===== src/rtl/gpio_port_ctrl.sv =====
// ---------------------------------------------------------------------------
// gpio_port_ctrl
//
// Memory-mapped GPIO controller for a bank of WIDTH bidirectional pins.
// Provides data-out and direction registers, set/clear aliases for the
// data-out register, a synchronised input view, and per-pin edge-triggered
// interrupts latched in a sticky, write-1-to-clear status register.
//
// Register map (Address[4:2]):
//   0 DATA_OUT   r/w
//   1 DIR        r/w   (1 = pin driven)
//   2 DATA_IN    r     (synchronised pin value)
//   3 IRQ_EN     r/w
//   4 EDGE_SEL   r/w   (0 = rising, 1 = falling)
//   5 IRQ_STATUS r/w1c
//   6 OUT_SET    w     (DATA_OUT |= data), reads 0
//   7 OUT_CLR    w     (DATA_OUT &= ~data), reads 0
//
// Ports:
//   clk        system clock, all state on the rising edge
//   reset      asynchronous active-low reset
//   Address    byte offset within the block, [1:0] ignored
//   WriteData  bus write data, bits above WIDTH ignored
//   MemWrite   write strobe, already decoded to this block
//   ReadData   combinational read of the addressed register
//   gpio_in    asynchronous pin inputs
//   gpio_out   pin output values (DATA_OUT)
//   gpio_oe    pin output enables (DIR)
//   irq_o      level interrupt: OR of (IRQ_STATUS & IRQ_EN)
// ---------------------------------------------------------------------------
module gpio_port_ctrl #(
    parameter int WIDTH      = 8,
    parameter int DATA_WIDTH = 32
) (
    input  logic                  clk,
    input  logic                  reset,
    input  logic [4:0]            Address,
    input  logic [DATA_WIDTH-1:0] WriteData,
    input  logic                  MemWrite,
    output logic [DATA_WIDTH-1:0] ReadData,
    input  logic [WIDTH-1:0]      gpio_in,
    output logic [WIDTH-1:0]      gpio_out,
    output logic [WIDTH-1:0]      gpio_oe,
    output logic                  irq_o
);

    typedef enum logic [2:0] {
        REG_DATA_OUT   = 3'd0,
        REG_DIR        = 3'd1,
        REG_DATA_IN    = 3'd2,
        REG_IRQ_EN     = 3'd3,
        REG_EDGE_SEL   = 3'd4,
        REG_IRQ_STATUS = 3'd5,
        REG_OUT_SET    = 3'd6,
        REG_OUT_CLR    = 3'd7
    } reg_sel_e;

    // Number of cycles after reset release before edges may latch status.
    localparam logic [1:0] WARM_DONE = 2'd3;

    // -----------------------------------------------------------------------
    // State
    // -----------------------------------------------------------------------
    logic [WIDTH-1:0] data_out_q,   data_out_d;
    logic [WIDTH-1:0] dir_q,        dir_d;
    logic [WIDTH-1:0] irq_en_q,     irq_en_d;
    logic [WIDTH-1:0] edge_sel_q,   edge_sel_d;
    logic [WIDTH-1:0] irq_status_q, irq_status_d;
    logic [WIDTH-1:0] s1_q,         s1_d;
    logic [WIDTH-1:0] s2_q,         s2_d;
    logic [WIDTH-1:0] s3_q,         s3_d;
    logic [1:0]       warm_q,       warm_d;

    // -----------------------------------------------------------------------
    // Decode and helpers
    // -----------------------------------------------------------------------
    reg_sel_e         reg_sel;
    logic [WIDTH-1:0] wr_bits;
    logic [WIDTH-1:0] w1c_mask;
    logic [WIDTH-1:0] edge_hit;
    logic [WIDTH-1:0] rd_bits;
    logic             warm_done;

    // Address[1:0] and WriteData bits above WIDTH carry no meaning here.
    logic unused_bits;
    assign unused_bits = ^{Address[1:0], WriteData};

    assign reg_sel   = reg_sel_e'(Address[4:2]);
    assign wr_bits   = WriteData[WIDTH-1:0];
    assign warm_done = (warm_q == WARM_DONE);

    // Per-bit edge match: s2 is the current synchronised value, s3 the
    // value one cycle earlier. EDGE_SEL picks which transition counts.
    function automatic logic [WIDTH-1:0] edge_match(
        input logic [WIDTH-1:0] cur,
        input logic [WIDTH-1:0] prev,
        input logic [WIDTH-1:0] sel
    );
        logic [WIDTH-1:0] rise;
        logic [WIDTH-1:0] fall;
        rise = cur & ~prev;
        fall = ~cur & prev;
        return (rise & ~sel) | (fall & sel);
    endfunction

    // Suppressed during warm-up so pins already high at reset release do
    // not look like rising edges while the synchroniser fills.
    assign edge_hit = warm_done ? edge_match(s2_q, s3_q, edge_sel_q) : '0;

    // -----------------------------------------------------------------------
    // Next-state logic
    // -----------------------------------------------------------------------
    always_comb begin
        data_out_d = data_out_q;
        dir_d      = dir_q;
        irq_en_d   = irq_en_q;
        edge_sel_d = edge_sel_q;
        w1c_mask   = '0;

        if (MemWrite) begin
            case (reg_sel)
                REG_DATA_OUT:   data_out_d = wr_bits;
                REG_DIR:        dir_d      = wr_bits;
                REG_IRQ_EN:     irq_en_d   = wr_bits;
                REG_EDGE_SEL:   edge_sel_d = wr_bits;
                REG_IRQ_STATUS: w1c_mask   = wr_bits;
                REG_OUT_SET:    data_out_d = data_out_q | wr_bits;
                REG_OUT_CLR:    data_out_d = data_out_q & ~wr_bits;
                default:        ; // DATA_IN is read-only
            endcase
        end

        // A fresh edge overrides a simultaneous clear of the same bit.
        irq_status_d = (irq_status_q & ~w1c_mask) | edge_hit;

        s1_d = gpio_in;
        s2_d = s1_q;
        s3_d = s2_q;

        warm_d = warm_done ? WARM_DONE : warm_q + 2'd1;
    end

    // -----------------------------------------------------------------------
    // Registers
    // -----------------------------------------------------------------------
    always_ff @(posedge clk or negedge reset) begin
        if (!reset) begin
            data_out_q   <= '0;
            dir_q        <= '0;
            irq_en_q     <= '0;
            edge_sel_q   <= '0;
            irq_status_q <= '0;
            s1_q         <= '0;
            s2_q         <= '0;
            s3_q         <= '0;
            warm_q       <= '0;
        end else begin
            data_out_q   <= data_out_d;
            dir_q        <= dir_d;
            irq_en_q     <= irq_en_d;
            edge_sel_q   <= edge_sel_d;
            irq_status_q <= irq_status_d;
            s1_q         <= s1_d;
            s2_q         <= s2_d;
            s3_q         <= s3_d;
            warm_q       <= warm_d;
        end
    end

    // -----------------------------------------------------------------------
    // Read mux and outputs
    // -----------------------------------------------------------------------
    always_comb begin
        rd_bits = '0;
        case (reg_sel)
            REG_DATA_OUT:   rd_bits = data_out_q;
            REG_DIR:        rd_bits = dir_q;
            REG_DATA_IN:    rd_bits = s2_q;
            REG_IRQ_EN:     rd_bits = irq_en_q;
            REG_EDGE_SEL:   rd_bits = edge_sel_q;
            REG_IRQ_STATUS: rd_bits = irq_status_q;
            default:        rd_bits = '0; // set/clear aliases read as 0
        endcase
        ReadData              = '0;
        ReadData[WIDTH-1:0]   = rd_bits;
    end

    assign gpio_out = data_out_q;
    assign gpio_oe  = dir_q;
    assign irq_o    = |(irq_status_q & irq_en_q);

endmodule


===== config.mk =====
export PLATFORM = sky130hd
export DESIGN_NAME = gpio_port_ctrl
export DESIGN_NICKNAME = d
export VERILOG_FILES = /design/src/rtl/gpio_port_ctrl.sv
export SDC_FILE = /design/constraint.sdc
export NUM_CORES = 1
export LEC_CHECK = 0
export CORE_MARGIN = 2
export CORE_UTILIZATION = 43
export CTS_CLUSTER_DIAMETER = 120
export CTS_CLUSTER_SIZE = 28
export DETAILED_ROUTE_END_ITERATION = 6
export PLACE_DENSITY = 0.84
export SLEW_MARGIN = 20
export SYNTH_ARGS = -nofsm -noshare
export SYNTH_HDL_FRONTEND = slang
export SYNTH_SLANG_ARGS = --single-unit

===== constraint.sdc =====
create_clock -name clk -period 0.9 [get_ports clk]
set_input_delay 0.135 -clock clk [delete_from_list [all_inputs] [get_ports clk]]
set_output_delay 0.135 -clock clk [all_outputs]
set_load 0.02 [all_outputs]

==> flow_metrics.tcl <==
set metrics [dict create \
    outcome "complete, but fails checks" \
    violations "setup timing" \
    path_clk_slew_ps 70 \
    grtUsageTotal_pct 24.5 \
    layout_commonest_cell "buf_6" \
    initial_utilization_pct 43.8 \
    route.vias.total 2906 \
    worstPathRequired_ps 760 \
    powerDensity_nw_per_um2 1770 \
    hpwl_um 6210 \
    drt-initial-drc-count 185 \
    report.final.slew_viol_count 0 \
    fin_nets 472 \
    io_pins 97 \
    rsz0062_at_grt "yes" \
    register_area_sq_um 1670 \
    n_fill_cell 483 \
    post-place-ws_ps -1170 \
    setup_viol 58 \
    drc 0 \
    synth_cells 290 \
    r2r_cells 6 \
    synth_cell_types 34 \
    path_class "flop to primary output" \
    hp-class "input port to flop" \
    p_leak_uw 0.00235 \
    layout_common_cells "buf_6 (67), dfrtp_1 (55), buf_4 (42)" \
    synthArstFlopShare_pct 100 \
    reg2reg_from "gpio_out[4]" \
    die_y_um 92.2 \
    h-tree-depth 3 \
    cts_buffer_depth 2 \
    hold-path-endpoint "gpio_out[7]" \
    numCtsBuffers 9 \
    cts_tree "yes" \
    diodes 0 \
    post-route-min-period_ps 1610 \
    layout-area-overhead-vs-synth_pct 62.3 \
    crit_path_max_fanout 3 \
    cpLargestDelayFamily "flip-flops" \
    hp-start "Address[3]" \
    ff2ff_setup_slack_ps -300 \
    path_depth 3 \
    timing_hold_violations_final 0 \
    grt_pass1_wl_um 15800 \
    skew_ps 3.13 \
    cp_data_arrival_time_ps 1470 \
    multi_input_area_sq_um 1930 \
    drt-total-wl_um 10500 \
    seq_area_frac_synth_pct 49.3 \
    port_buffers 46 \
    avgSynthCellArea_sq_um 11.5 \
    core-area_sq_um 7650 \
    cp_slowest_cell "dfrtp_1" \
    first_pass_iters 4 \
    yosys_warnings 0 \
    max_cap_viol_count 0 \
    whs_path_depth 3 \
    fmax_mhz 621 \
    max-vdd-ir-drop_uv 1520 \
    grt-ovfl-total 0 \
    rr_endpoint "gpio_out[4]" \
    layout-drive-gt1-share_pct 57.1 \
    synth-edff-count 0 \
    clock-sinks 66 \
    synth_area_sq_um 3350 \
    antenna_found_initial 0 \
    period_share_pct 179 \
    gp_congestion 0.862 \
    first_global_vias 2948 \
    start_kind "flop" \
    grt_max_degree 43 \
    instances_no_fill 531 \
    wl_per_cell_um 19.8 \
    place_inst 492 \
    setup_slack_ps -710 \
    worst_skew_pair.late_latency_ps 350 \
    cp_num_buf_inv 1 \
    vias_per_cell 5.47 \
    die_w_um 92.2 \
    die_area_sq_um 8510 \
    cpPeakStageDelay_ps 410 \
    synth_flop_cell "dfrtp_1" \
    antenna_left 0 \
    crit_path_cell_trace "a22oi_1, nand4_1, buf_2" \
    critPathCaptureType "primary output" \
    cts-root-buf "clkbuf_8" \
    rows 32 \
    ys_ff_latch 66 \
]
## cells by family after synthesis
logic type,after synthesis,synth area share [%]
AOI/OAI and AO/OA,66,13.3
buffers and inverters,44,9.34
DFF,66,49.3
and+or+nand+nor,69,13.9
other,1,0.112
muxes,44,14.1
## worst max path at each step
stage / from / to / slack, ps
final: irq_en_q[4] / irq_o / -710
after global placement: Address[3] / ReadData[0] / -1120
after CTS: gpio_oe[4] / ReadData[4] / -650
after floorplan: Address[3] / edge_sel_q[0] / -230
after global routing: irq_en_q[4] / irq_o / -780
after detailed placement: Address[3] / ReadData[2] / -1170
## timing repair
| action | 4_1_cts | 5_1_grt |
|---|---|---|
| endpoints found under the setup margin | 65 | 65 |
| setup buffers | 14 | 18 |
| endpoints found under the hold margin | 66 | 0 |
| hold buffers | 1 | 0 |
| gates resized for setup | 233 | 72 |
| pin swaps | 27 | 27 |
| cloned | 1 | 0 |
## cell usage after synthesis (2+ instances only)
cell | n | area share, %
nand4_1 | 8 | 1.5
dfrtp_1 | 66 | 49
or3_1 | 4 | 0.75
nand2b_1 | 10 | 1.9
o21a_1 | 4 | 0.90
o21ai_0 | 7 | 1.0
o221ai_1 | 9 | 2.4
a22oi_1 | 4 | 0.90
nor2b_1 | 10 | 1.9
mux2i_1 | 20 | 6.0
inv_1 | 3 | 0.34
buf_6 | 4 | 1.3
nor3b_1 | 9 | 2.0
a211oi_1 | 7 | 1.6
or4b_1 | 7 | 2.1
a21oi_1 | 24 | 3.6
mux2_2 | 23 | 7.7
nand2_1 | 12 | 1.3
nand3_1 | 2 | 0.30
buf_4 | 29 | 6.5
buf_2 | 6 | 0.90
o2bb2ai_1 | 10 | 2.6
## sequential cells by signal, summed over array words and instances, names as in the netlist
register,flops
gpio_oe,8
irq_status_q,8
s1_q,8
irq_en_q,8
s3_q,8
s2_q,8
warm_q,2
gpio_out,8
edge_sel_q,8
## power breakdown
part	switching, uW	internal (uW)	total [uW]
combinational	1430	1790	3220
sequential	315	3340	3660
clock	1140	1630	2760
## stage by stage
step / TNS (ps) / hold slack (ps) / utilization, % / total power [uW] / instance area [sq um]
3_5_place_dp: -50250 / 142 / 58.1 / 6050 / 4450
3_3_place_gp: -48480 / 142 / 58.1 / 5970 / 4450
2_1_floorplan: -6870 / -161 / - / 4960 / 3620
5_1_grt: -15640 / 126 / 71.1 / 10000 / 5440
6_report: -13970 / 118 / 71.1 / 9640 / 5440
4_1_cts: -12660 / 100 / 66.2 / 9210 / 5060
## worst min-delay path: stages
cell,delay [ps]
buf_8,80
buf_4,140
a211oi_2,70
## cell type report
cell class | count | share of cell area (%)
flip-flops and latches | 66 | 30.6
multi-input cells | 203 | 35.5
well taps | 102 | 2.35
repair buffers | 141 | 27.3
clock inverters | 5 | 1.43
clock buffers | 11 | 2.60
inverters | 3 | 0.207
## routing by layer
metal  wire, um  share of wire, %  GRT usage, %
met5          0                 0             0
met3        522               5.0          6.57
met2       5470                52          42.0
met1       3930                37          28.7
met4        606               5.8          11.2
Note: power is estimated with default switching activity, not from simulation.
